**config.mk**
```make
export PLATFORM = sky130hd
export DESIGN_NAME = car_motion_scheduler_flat
export DESIGN_NICKNAME = d
export VERILOG_FILES = /design/src/rtl/car_motion_scheduler_pkg.sv /design/src/rtl/car_motion_scheduler_if.sv /design/src/rtl/car_motion_scheduler_step_unit.sv /design/src/rtl/car_motion_scheduler.sv /design/src/flat_wrapper.sv
export SDC_FILE = /design/constraint.sdc
export NUM_CORES = 1
export LEC_CHECK = 0
export ABC_AREA = 1
export BUFFER_PORTS_ARGS = -buffer_cell sky130_fd_sc_hd__buf_2
export CAP_MARGIN = 15
export CORE_MARGIN = 1
export CORE_UTILIZATION = 45
export CTS_CLUSTER_DIAMETER = 100
export DETAILED_ROUTE_END_ITERATION = 7
export GPL_ROUTABILITY_DRIVEN = 0
export PLACE_DENSITY_LB_ADDON = 0.2
export SLEW_MARGIN = 5
export SYNTH_ARGS = -nofsm -noshare
export SYNTH_HDL_FRONTEND = slang
export SYNTH_HIERARCHICAL = 1
export SYNTH_SLANG_ARGS = --single-unit
```
**constraint.sdc**
```tcl
create_clock -name clk -period 5.1 [get_ports clk]
set_clock_uncertainty 0.2 [all_clocks]
set_input_delay 0.51 -clock clk [delete_from_list [all_inputs] [get_ports clk]]
set_output_delay 0.51 -clock clk [all_outputs]
set_load 0.05 [all_outputs]
```
**src/rtl/car_motion_scheduler_pkg.sv**
```systemverilog
// rtl/car_motion_scheduler_pkg.sv - shared geometry constants, FSM states and lane helpers
// for car_motion_scheduler (optional feature macro: CAR_LEVEL_RESET_EN).
package car_motion_scheduler_pkg;

  localparam int NUM_CARS   = 8;
  localparam int H_DISPLAY  = 640;
  localparam int CAR_SIZE   = 32;
  localparam int LANE_Y0    = 64;
  localparam int LANE_PITCH = 48;
  localparam int X_SPACING  = 80;

  typedef enum logic [1:0] {
    IDLE   = 2'd0,
    LATCH  = 2'd1,
    UPDATE = 2'd2,
    DONE   = 2'd3
  } state_t;

  function automatic logic [9:0] init_x(input logic [2:0] idx);
    return 10'(int'(idx) * X_SPACING);
  endfunction

  function automatic logic [9:0] lane_y(input logic [2:0] idx);
    return 10'(LANE_Y0 + int'(idx) * LANE_PITCH);
  endfunction

endpackage

```
**src/rtl/car_motion_scheduler_if.sv**
```systemverilog
// rtl/car_motion_scheduler_if.sv - game-logic / renderer bus of car_motion_scheduler.
interface car_motion_scheduler_if;

  logic        frame_tick;
  logic        pause;
  logic [3:0]  current_level;
  logic [79:0] car_x_flat;
  logic [79:0] car_y_flat;
  logic        update_busy;
  logic        update_done;

  modport master (
    output frame_tick, pause, current_level,
    input  car_x_flat, car_y_flat, update_busy, update_done
  );

  modport slave (
    input  frame_tick, pause, current_level,
    output car_x_flat, car_y_flat, update_busy, update_done
  );

endinterface

```
**src/rtl/car_motion_scheduler_step_unit.sv**
```systemverilog
// rtl/car_motion_scheduler_step_unit.sv - shared combinational advance-and-wrap unit.
module car_step_unit
  import car_motion_scheduler_pkg::*;
(
  input  logic [9:0] x,
  input  logic [3:0] speed,
  input  logic       direction,
  output logic [9:0] next_x
);

  logic [10:0] sum;

  always_comb begin
    sum    = {1'b0, x} + {7'b0, speed};
    next_x = x;
    if (!direction) begin
      if (sum >= 11'(H_DISPLAY)) next_x = 10'(sum - 11'(H_DISPLAY));
      else                       next_x = sum[9:0];
    end else begin
      // Leftward underflow wraps to the right edge of the visible area
      if (x < {6'b0, speed}) next_x = 10'({1'b0, x} + 11'(H_DISPLAY) - {7'b0, speed});
      else                   next_x = x - {6'b0, speed};
    end
  end

endmodule

```
**src/rtl/car_motion_scheduler.sv**
```systemverilog
// rtl/car_motion_scheduler.sv - per-frame car position sequencer, one car per cycle
// through a shared step unit (optional feature macro: CAR_LEVEL_RESET_EN).
module car_motion_scheduler
  import car_motion_scheduler_pkg::*;
#(
  parameter int FRAME_DIV = 1
) (
  input  logic                   clk,
  input  logic                   reset,
  car_motion_scheduler_if.slave  bus
);

  localparam logic [3:0] DIV_LAST = 4'(FRAME_DIV);
  localparam logic [2:0] IDX_LAST = 3'(NUM_CARS - 1);

  state_t      state, state_next;
  logic [3:0]  div_cnt;
  logic [2:0]  idx;
  logic [3:0]  level_q;
  logic [9:0]  car_x [NUM_CARS];
  logic        accept, div_hit, active, reposition;
  logic [3:0]  speed;
  logic [9:0]  step_x;

  assign accept  = bus.frame_tick && !bus.pause && (state == IDLE);
  assign div_hit = (div_cnt + 4'd1) == DIV_LAST;
  assign speed   = 4'd1 + {2'b0, idx[1:0]} + {1'b0, level_q[3:1]};
  assign active  = {1'b0, idx} < level_q;

  always_ff @(posedge clk or posedge reset) begin
    if (reset) state <= IDLE;
    else       state <= state_next;
  end

  always_comb begin
    state_next      = state;
    bus.update_busy = 1'b0;
    bus.update_done = 1'b0;
    case (state)
      IDLE:   if (accept && div_hit) state_next = LATCH;
      LATCH: begin
        bus.update_busy = 1'b1;
        state_next      = UPDATE;
      end
      UPDATE: begin
        bus.update_busy = 1'b1;
        if (idx == IDX_LAST) state_next = DONE;
      end
      DONE: begin
        bus.update_done = 1'b1;
        state_next      = IDLE;
      end
      default: state_next = IDLE;
    endcase
  end

  always_ff @(posedge clk or posedge reset) begin
    if (reset)       div_cnt <= 4'd0;
    else if (accept) div_cnt <= div_hit ? 4'd0 : div_cnt + 4'd1;
  end

  // level_q is frozen for the whole walk so mid-update level changes wait for the next frame
  always_ff @(posedge clk or posedge reset) begin
    if (reset) begin
      level_q <= 4'd0;
      idx     <= 3'd0;
    end else if (state == LATCH) begin
      level_q <= bus.current_level;
      idx     <= 3'd0;
    end else if (state == UPDATE) begin
      idx <= idx + 3'd1;
    end
  end

`ifdef CAR_LEVEL_RESET_EN
  logic [3:0] prev_level;

  always_ff @(posedge clk or posedge reset) begin
    if (reset) begin
      prev_level <= 4'd0;
      reposition <= 1'b0;
    end else if (state == LATCH) begin
      reposition <= bus.current_level != prev_level;
    end else if (state == DONE) begin
      prev_level <= level_q;
    end
  end
`else
  assign reposition = 1'b0;
`endif

  car_step_unit u_step (
    .x         (car_x[idx]),
    .speed     (speed),
    .direction (idx[0]),
    .next_x    (step_x)
  );

  always_ff @(posedge clk or posedge reset) begin
    if (reset) begin
      for (int i = 0; i < NUM_CARS; i++) car_x[i] <= init_x(3'(i));
    end else if (state == UPDATE) begin
      if (reposition)  car_x[idx] <= init_x(idx);
      else if (active) car_x[idx] <= step_x;
    end
  end

  for (genvar g = 0; g < NUM_CARS; g++) begin : g_flat
    assign bus.car_x_flat[10*g +: 10] = car_x[g];
    assign bus.car_y_flat[10*g +: 10] = lane_y(3'(g));
  end

endmodule

```
**src/flat_wrapper.sv**
```systemverilog
// flat-port wrapper written by rule: the top's interface ports become plain ports
module car_motion_scheduler_flat import car_motion_scheduler_pkg::*;
#(
  parameter int FRAME_DIV = 1
)
  (clk, reset, bus_frame_tick, bus_pause, bus_current_level, bus_car_x_flat, bus_car_y_flat, bus_update_busy, bus_update_done);
  car_motion_scheduler_if bus_i ();
  input  logic clk;
  input  logic reset;
  input wire logic [$bits(bus_i.frame_tick)-1:0] bus_frame_tick;
  input wire logic [$bits(bus_i.pause)-1:0] bus_pause;
  input wire logic [$bits(bus_i.current_level)-1:0] bus_current_level;
  output wire logic [$bits(bus_i.car_x_flat)-1:0] bus_car_x_flat;
  output wire logic [$bits(bus_i.car_y_flat)-1:0] bus_car_y_flat;
  output wire logic [$bits(bus_i.update_busy)-1:0] bus_update_busy;
  output wire logic [$bits(bus_i.update_done)-1:0] bus_update_done;
  assign bus_i.frame_tick = bus_frame_tick;
  assign bus_i.pause = bus_pause;
  assign bus_i.current_level = bus_current_level;
  assign bus_car_x_flat = bus_i.car_x_flat;
  assign bus_car_y_flat = bus_i.car_y_flat;
  assign bus_update_busy = bus_i.update_busy;
  assign bus_update_done = bus_i.update_done;
  car_motion_scheduler #(.FRAME_DIV(FRAME_DIV)) u_core (.clk(clk), .reset(reset), .bus(bus_i));
endmodule
```
# Word-level counts from Yosys, hierarchy flattened
# Index checks and enable logic that the tools add are counted.
# W data, S select, Z words.
# totals
ff_bits,93
latchBits,0
ramBits,0
mem_bits_ro,0
input_bits,8
out_inout_bits,162
n_memories,0
# op_classes
add_sub_neg,9
n_mul,0
div_mod_pow,0
n_lt_le_gt_ge,5
n_eq_ne,7
n_shift,0
n_mux,17
bitwise,1
reduce_logical,10
# op_table
cell,n
$bwmux W80,1
$mux W10,6
$bmux W10 S3,1
$demux W10 S3,1
$sub A10 B4 Y10,2
$add A10 B4 Y11,1
$ge A11 B10 Y1 const B,1
$add A10 B10 Y10 const B,1
$lt A10 B4 Y1,1
$sub A10 B10 Y10 const B,1
$pmux W2 S4,1
$mux W3,2
$add A4 B1 Y4 const B,1
$add A4 B3 Y4,1
$eq A2 B2 Y1 const B,2
$eq A4 B1 Y1 const B,1
$ge A4 B4 Y1 const B,1
$logic_and A1 B1 Y1,4
$lt A3 B4 Y1,1
$lt A4 B1 Y1 const B,1
$mux W2,2
$mux W4,1
$not A3 Y4,1
$reduce_and A2 Y1,2
other kinds (11),12

# Longest topological paths before layout
# Gate-level depths: netlist (run 1).
# depth
word_depth,9
ltp_mapped,31
ltp_nobuf,27

# Cells and area by module
# Netlist (run 1), hierarchy kept.
# modules_own_cells
mod,n_inst,cells_per_inst,area_each_um2
car_motion_scheduler,1,681,5495.3
car_step_unit,1,214,1326.3

# Least setup slack after synthesis (run 1)
# No wires, ideal clock.
# synth_path
path_type,flip-flop to flip-flop
from,register u_core.idx[0]
to,register u_core.car_x (netlist bit u_core/bus.car_x_flat[78])
t_arrival_ns,3.464
path_slack_ns,1.317
path_stages_with_launch,30
path_buffers,3
path_cell_list,dfrtp_1 > buf_2 > inv_1 > ha_1 > inv_1 > fa_1 > xor2_1 > inv_1 > ha_1 > buf_4 > inv_1 > nand2_1 > nand2_1 > nand2_1 > nand3_2 > nand2_2 > nand2_2 > nand2_2 > ha_1 > inv_1 > nand3_1 > nand2_1 > inv_1 > nand2_1 > nand2_1 > nand3_1 > nand2_1 > buf_2 > nand4_1 > nand2_1
# synth_via
elab_cells_between_ends,24
classes_between,add/sub: 7; order compare: 5; mux: 9; bitwise: 1; reduce/logical: 2
# synth_lines
element,line_no,rtl
start: declaration,car_motion_scheduler.sv:18,logic [2:0] idx;
start signal: assignment,car_motion_scheduler.sv:71,idx <= idx + 3'd1;
$add A1 B2 Y3 (*),car_motion_scheduler.sv:27,"assign speed = 4'd1 + {2'b0, idx[1:0]} + {1'b0, level_q[3:1]};"
$add A4 B3 Y4 (*),car_motion_scheduler.sv:27,
net u_core.speed[2],car_motion_scheduler.sv:22,logic [3:0] speed;
$add A10 B4 Y11,car_motion_scheduler_step_unit.sv:14,"sum = {1'b0, x} + {7'b0, speed};"
$sub A10 B10 Y10 or $ge A11 B10 Y1 (tied branches),car_motion_scheduler_step_unit.sv:17,if (sum >= 11'(H_DISPLAY)) next_x = 10'(sum - 11'(H_DISPLAY));
$mux W10,car_motion_scheduler_step_unit.sv:17,
$mux W10 (*),car_motion_scheduler_step_unit.sv:16,if (!direction) begin
net u_core.step_x[8],car_motion_scheduler.sv:23,logic [9:0] step_x;
$bwmux W80 (*),car_motion_scheduler.sv:104,else if (active) car_x[idx] <= step_x;
end signal: indexed assignment,car_motion_scheduler.sv:103,if (reposition) car_x[idx] <= init_x(idx);
end signal: indexed assignment,car_motion_scheduler.sv:104,
end: declaration,car_motion_scheduler.sv:20,logic [9:0] car_x [NUM_CARS];
# The timed path passes the listed nets; every way through them passes the cells marked *. The select of a mux whose other input is x is not followed.
# A chain may end at the register's enable or synchronous reset.

# Worst setup path in the final report (run 1)
# layout_path
from,register u_core.idx[1]
to,register u_core.car_x (netlist bit u_core/bus.car_x_flat[64])
# layout_via
elab_chain_cells,9
elab_cells_between_ends,24
classes_between,add/sub: 7; order compare: 5; mux: 9; bitwise: 1; reduce/logical: 2
# layout_rtl
element,line_no
branches (longest 7 deep; another with $add A10 B4 Y11),--
$mux W10 (*),car_motion_scheduler_step_unit.sv:16
net u_core.step_x[4],car_motion_scheduler.sv:23
$bwmux W80 (*),car_motion_scheduler.sv:104
# Mark *: on every way through the listed nets, which the timed path passes. The select of a mux whose other input is x is not followed.

==> results of run 1 <==
-- logic make-up after synthesis --
kind of cell / count (synthesis) / share of synthesized area
AO/OA/AOI/OAI: 56 / 0.0510
XOR/XNOR: 13 / 0.0167
adder cells (fa/ha/maj): 43 / 0.0855
buffers and inverters: 205 / 0.171
flip-flops: 93 / 0.345
other: 2 / 0.00110
AND/OR/NAND/NOR: 483 / 0.330
-- critical path, delay by kind of cell, from the launching register on --
| family | cells | cell delay (ns) |
|---|---|---|
| buf+inv | 6 | 1.08 |
| fa+ha+maj | 2 | 0.56 |
| compound gates | 3 | 0.58 |
| flops | 1 | 0.56 |
| simple gates | 10 | 1.49 |
-- path summary, 6_finish.rpt --
check | cells past startpoint | slack, ns | endpoint
worst max-delay path | 21 | 0.54 | u_core/bus.car_x_flat[64]$_DFFE_PP0P_
worst min-delay path | 2 | 0.03 | u_core/bus.car_x_flat[70]$_DFFE_PP0P_
worst max register to register | 21 | 0.54 | u_core/bus.car_x_flat[64]$_DFFE_PP0P_
worst min register to register | 2 | 0.28 | u_core/bus.car_x_flat[25]$_DFFE_PP1P_
max in group asynchronous | 3 | 3.48 | u_core/bus.car_x_flat[50]$_DFFE_PP0P_
min in group clk | 3 | 0.18 | u_core/level_q[0]$_DFFE_PP0P_
-- metal layers --
metal  wire [microns]  vias to the layer above  track usage
met5                0                        -            0
met4              460                        0       0.0796
met3             1450                       31       0.0338
met2             9360                      278        0.410
met1             9170                     2985        0.388
li1                 -                     2927            -
-- sequential cells by signal, summed over array words and instances, names as in the netlist --
signal	cells
u_core/level_q	4
u_core/bus.car_x_flat	80
u_core/div_cnt	4
u_core/state	2
u_core/idx	3
-- through the flow --
stage | instance area, sq um | std cells | hold slack (ns) | setup WS, ns
after CTS | 7430 | 1157 | 0.0465 | 0.672
after global routing | 7430 | 1157 | 0.0859 | 0.261
after global placement | 7100 | 1141 | 0.266 | 0.630
after floorplan | 7110 | 973 | 0.290 | 1.32
final | 7430 | 1157 | 0.0303 | 0.542
after detailed placement | 7100 | 1141 | 0.268 | 0.702
-- cell type report --
cell class,instances,area (sq um)
clock buffer,12,256
clock inverter,4,78.8
fill,1500,7210
inverter,77,290
multi-input combinational,675,3600
sequential,93,2350
tap,184,230
timing repair buffer,112,618
-- synthesized netlist by cell type, drive strengths merged (3+ instances only) --
library cell / count / area [sq um]
a22oi: 11 / 82.6
nor2: 25 / 104
a21oi: 17 / 108
clkbuf: 5 / 20.0
ha: 37 / 463
inv: 75 / 282
or2: 3 / 18.8
fa: 6 / 120
dfrtp: 73 / 1830
nand3: 41 / 220
o21ai: 18 / 90.1
buf: 123 / 856
nor3: 4 / 20.0
xor2: 12 / 105
dfstp: 20 / 526
o22ai: 6 / 37.5
nand4: 104 / 701
nand2: 301 / 1150
==> metrics.md, run 1 <==
| Metric | Value |
|---|---|
| Status | `finished, final reports clean` |
| Wire length of the first global-routing pass | `32300 microns` |
| Core Area | `14600 sq um` |
| Initial cell density of the core | `0.466` |
| RSZ-0062 raised after global routing | `false` |
| Required @ worst endpoint | `5.18 ns` |
| Number of placement rows | `44` |
| DIE AREA | `roughly 16000 sq um` |
| Count of antenna diodes in the layout | `0` |
| Area Growth Syn to Fin | `8.93%` |
| Final wirelength | `20400 microns` |
| Slew at the pin with the worst max-slew slack | `1.19 ns` |
| Worst Setup Start Kind | `flip-flop` |
| Final period util | `0.894` |
| CP endpoint kind | `flip-flop` |
| Post-cts resize count | `0` |
| Rel. slew slack | `0.204` |
| Share of synthesized area occupied by flip-flops and latches | `0.345` |
| Post-Syn Area per Cell | `7.62 sq um` |
| Sink Count | `between 90 and 100` |
| Residual DRC | `0` |
| Top library cells by usage in the layout, fill and taps aside | `292 x sky130_fd_sc_hd__nand2_1, 96 x sky130_fd_sc_hd__nand4_1, 89 x sky130_fd_sc_hd__buf_2` |
| Clock transition at path regs | `approximately 0.07 ns` |
| Vias | `roughly 6200` |
| Number of hold buffers added after cts | `0` |
| Number of I/O pins | `170` |
| Arrival @ worst endpoint | `4.64 ns` |
| Pin count of the biggest net entering global routing | `59` |
| Number of enable-type register cells in the synthesized netlist | `0` |
| Total of flip-flops plus latches after synthesis | `between 90 and 100` |
| Final TNS setup | `0 ns` |
| Flip-flop cell with the highest count after synthesis | `sky130_fd_sc_hd__dfrtp_1` |
| Die outline width | `125 microns` |
| Maximum level of the CTS H-tree | `3` |
| Critical-path top delay cell | `sky130_fd_sc_hd__dfrtp_1` |
| HPWL Detailed | `between 15000 and 20000 microns` |
| Clock tree from TritonCTS | `yes` |
| Final core utilization | `0.507` |
| Clock latency on the worst-skew pair | `0.35 ns` |
| Share of synthesized registers carrying an async set or reset | `1.00` |
| Number of hold violations in the final report | `0` |
| Critical path origin | `u_core/idx[1]$_DFFE_PP0P_` |
| Post-Synthesis Cells | `895` |
| Overflow left after global routing | `0` |
| Most repeated library cell on the critical path | `sky130_fd_sc_hd__inv_1` |
| DRT antenna net count | `0` |
| Setup fix buffers added after clock tree synthesis | `0` |
| TritonRoute pass-1 iters | `7` |
| Syn. warnings | `6` |
| Chain of cells forming the critical path | `inv_1 -> nand3_1 -> inv_1 -> nand2_1 -> nand2_1 -> nor2_1 -> nand4_1 -> inv_1 -> ha_1 -> inv_1 -> fa_1 -> nand3_1 -> nand4_1 -> nor2_2 -> inv_1 -> a21oi_1 -> o21ai_0 -> o21ai_1 -> buf_4 -> nand4_1 -> nand2_1` |
| FMAX | `~220 MHz` |
| Most common library cell in the layout ignoring fill and taps | `sky130_fd_sc_hd__nand2_1` |
| Port Buf Inserts | `89` |
| Clock period minus final worst setup slack | `4.56 ns` |
| Final layout net count | `1019` |
| Number of global-route vias before repair | `5641` |
| Worst-path fanout max | `16` |
| Layout cell share with drive strength beyond 1 | `0.187` |
| Worst Hold Class | `in -> async` |
| Netlist cell types | `40` |
| Routed wire per std cell | `17.7 microns` |
| Kind of critical path | `reg -> reg` |
| Cell area after technology mapping | `between 6000 and 7000 sq um` |
| Number of buffers created by CTS | `9` |
| Clock root cell | `sky130_fd_sc_hd__clkbuf_16` |
| Via count normalized by instance count | `between 5 and 6` |
| Clk buf depth | `2` |
| Die height | `125 microns` |
| Final setup violation count | `0` |
| Antenna violations before repair | `0` |
| Critical Path Max Stage Delay | `0.56 ns` |
| Source of the worst register-to-register timing path | `u_core/idx[1]$_DFFE_PP0P_` |
| Number of max-cap violations | `0` |
| Total GRT Usage | `0.266` |
| Count of pins over their slew limit | `0` |
| Number of violations reported at the end of detailed-routing iteration 0 | `622` |
Power of run 1 is not shown: default switching activity piles up to over one toggle a cycle in this logic, so the estimate is an artifact.
==> inputs of run 2 (changes only) <==
--- a/config.mk
+++ b/config.mk
@@ -10,6 +10,7 @@
 export CAP_MARGIN = 15
 export CORE_MARGIN = 1
 export CORE_UTILIZATION = 45
+export CTS_BUF_LIST = sky130_fd_sc_hd__clkbuf_8 sky130_fd_sc_hd__clkbuf_16
 export CTS_CLUSTER_DIAMETER = 100
 export DETAILED_ROUTE_END_ITERATION = 7
 export GPL_ROUTABILITY_DRIVEN = 0
==> run 2 against run 1 <==
Highest routed layer unchanged. Setup slack got worse by 0.010 ns. Clock-buffer cell count fell by 1. Wire length rose by 0.16%. Global-route usage did not move. Maximum frequency fell by 0.22%.
==> metrics.md, run 2 (same netlist as run 1, synthesis figures left out) <==
| Metric | Value |
|---|---|
| DRT antenna net count | `0` |
| Clock transition at path regs | `0.07 ns` |
| Die height | `125 microns` |
| Largest register FFs | `80` |
| Residual DRC | `0` |
| TritonRoute pass-1 iters | `7` |
| Slew at the pin with the worst max-slew slack | `1.18 ns` |
| Routed wire per std cell | `17.7 microns` |
| Sink Count | `93` |
| Arrival @ worst endpoint | `4.65 ns` |
| Number of max-cap violations | `0` |
| Die outline width | `about 130 microns` |
| Combined area of the multi-input logic cells | `around 3600 sq um` |
| Final period util | `0.896` |
| Number of placed cells counting well taps | `1141` |
| Count of pins over their slew limit | `0` |
| Setup fix buffers added after clock tree synthesis | `0` |
| Clock latency on the worst-skew pair | `0.35 ns` |
| Final setup violation count | `0` |
| Initial cell density of the core | `0.466` |
| Number of hold buffers added after cts | `0` |
| Layout Cell Area excl Fill | `7430 sq um` |
| DIE AREA | `15700 sq um` |
| CP endpoint kind | `flip-flop` |
| Number of I/O pins | `170` |
| Clock tree from TritonCTS | `yes` |
| Antenna violations before repair | `0` |
| Final std cells w/o fill | `1157` |
| Final layout net count | `1019` |
| FMAX | `219 MHz` |
| Port Buf Inserts | `89` |
| Clock period minus final worst setup slack | `between 4 and 5 ns` |
| Number of buffers created by CTS | `9` |
| Via count normalized by instance count | `5.40` |
| Count of antenna diodes in the layout | `0` |
| Layout cell share with drive strength beyond 1 | `0.187` |
| Final wirelength | `just over 20000 microns` |
| Number of global-route vias before repair | `~5600` |
| Wire length of the first global-routing pass | `32300 microns` |
| Pin count of the biggest net entering global routing | `59` |
| Number of violations reported at the end of detailed-routing iteration 0 | `597` |
| Status | `finished, final reports clean` |
| Top library cells by usage in the layout, fill and taps aside | `292 x sky130_fd_sc_hd__nand2_1, 96 x sky130_fd_sc_hd__nand4_1, 89 x sky130_fd_sc_hd__buf_2` |
| Clock root cell | `sky130_fd_sc_hd__clkbuf_16` |
| RSZ-0062 raised after global routing | `false` |
| Most common library cell in the layout ignoring fill and taps | `sky130_fd_sc_hd__nand2_1` |
| Number of placement rows | `44` |
| Maximum level of the CTS H-tree | `3` |
| Sequential cell area | `2350 sq um` |
| Area Growth Syn to Fin | `8.93%` |
| Cell area after placement | `slightly above 7000 sq um` |
| HPWL Detailed | `15100 microns` |
| Worst Hold Class | `in -> async` |
| Number of hold violations in the final report | `0` |
| Overflow left after global routing | `0` |
| Rel. slew slack | `0.214` |
| Vias | `6246` |
| Worst Setup Start Kind | `flip-flop` |
| Final TNS setup | `0 ns` |
| Final core utilization | `0.507` |
| Worst-path fanout max | `16` |
| Clk buf depth | `2` |
| Kind of critical path | `reg -> reg` |
| Total GRT Usage | `0.266` |
| Post-cts resize count | `0` |
| Core Area | `between 10000 and 15000 sq um` |
| Number of fill cells in the layout | `1500` |
| Required @ worst endpoint | `5.19 ns` |
## run 2: cell types whose count changed in the layout (fill, tap and decap cells not counted)
cell,change
sky130_fd_sc_hd__clkbuf_1,-1
sky130_fd_sc_hd__inv_1,+1
## run 2: worst paths after layout
check                                                         to  cells past startpoint                                  start  slack, ns
max                        u_core/bus.car_x_flat[34]$_DFFE_PP1P_                     21              u_core/idx[1]$_DFFE_PP0P_       0.53
min                        u_core/bus.car_x_flat[70]$_DFFE_PP0P_                      2                                  reset       0.03
max reg2reg                u_core/bus.car_x_flat[34]$_DFFE_PP1P_                     21              u_core/idx[1]$_DFFE_PP0P_       0.53
min reg2reg                u_core/bus.car_x_flat[25]$_DFFE_PP1P_                      2  u_core/bus.car_x_flat[25]$_DFFE_PP1P_       0.28
max in group asynchronous  u_core/bus.car_x_flat[50]$_DFFE_PP0P_                      3                                  reset       3.47
min in group clk                   u_core/level_q[0]$_DFFE_PP0P_                      3                   bus_current_level[0]       0.18
## run 2: layout make-up
cell class,count,share of cell area
sequential,93,0.317
multi-input combinational,675,0.485
clock buffer,11,0.0340
timing repair buffer,112,0.0832
clock inverter,5,0.0111
tap,184,0.0310
inverter,77,0.0391
## run 2: routing by layer
layer  track usage  vias up  wire [microns]
met2         0.410      294            9350
met1         0.388     2990            9240
met5             0        -               0
met3        0.0338       31            1450
met4        0.0796        0             446
li1              -     2931               -
## run 2: critical path, cell delays in order, from the launching register on
cell and delay [ns]:
sky130_fd_sc_hd__dfrtp_1 0.56, sky130_fd_sc_hd__inv_1 0.15, sky130_fd_sc_hd__nand3_1 0.14, sky130_fd_sc_hd__inv_1 0.25
sky130_fd_sc_hd__nand2_1 0.13, sky130_fd_sc_hd__nand2_1 0.09, sky130_fd_sc_hd__nor2_1 0.14, sky130_fd_sc_hd__nand4_1 0.15
sky130_fd_sc_hd__inv_1 0.10, sky130_fd_sc_hd__ha_1 0.14, sky130_fd_sc_hd__inv_1 0.07, sky130_fd_sc_hd__fa_1 0.43
sky130_fd_sc_hd__nand3_1 0.16, sky130_fd_sc_hd__nand4_1 0.15, sky130_fd_sc_hd__nor2_2 0.33, sky130_fd_sc_hd__inv_1 0.23
sky130_fd_sc_hd__a21oi_1 0.15, sky130_fd_sc_hd__o21ai_0 0.09, sky130_fd_sc_hd__o21ai_1 0.35, sky130_fd_sc_hd__buf_4 0.28
sky130_fd_sc_hd__nand4_1 0.10, sky130_fd_sc_hd__nand2_1 0.12
## run 2: through the flow
stage                     setup slack (ns)  hold WS (ns)
after floorplan                       1.32         0.290
after global placement               0.630         0.266
after detailed placement             0.702         0.268
after CTS                            0.672        0.0465
after global routing                 0.261        0.0859
final                                0.532        0.0312
Power of run 2 is left out for the same reason.
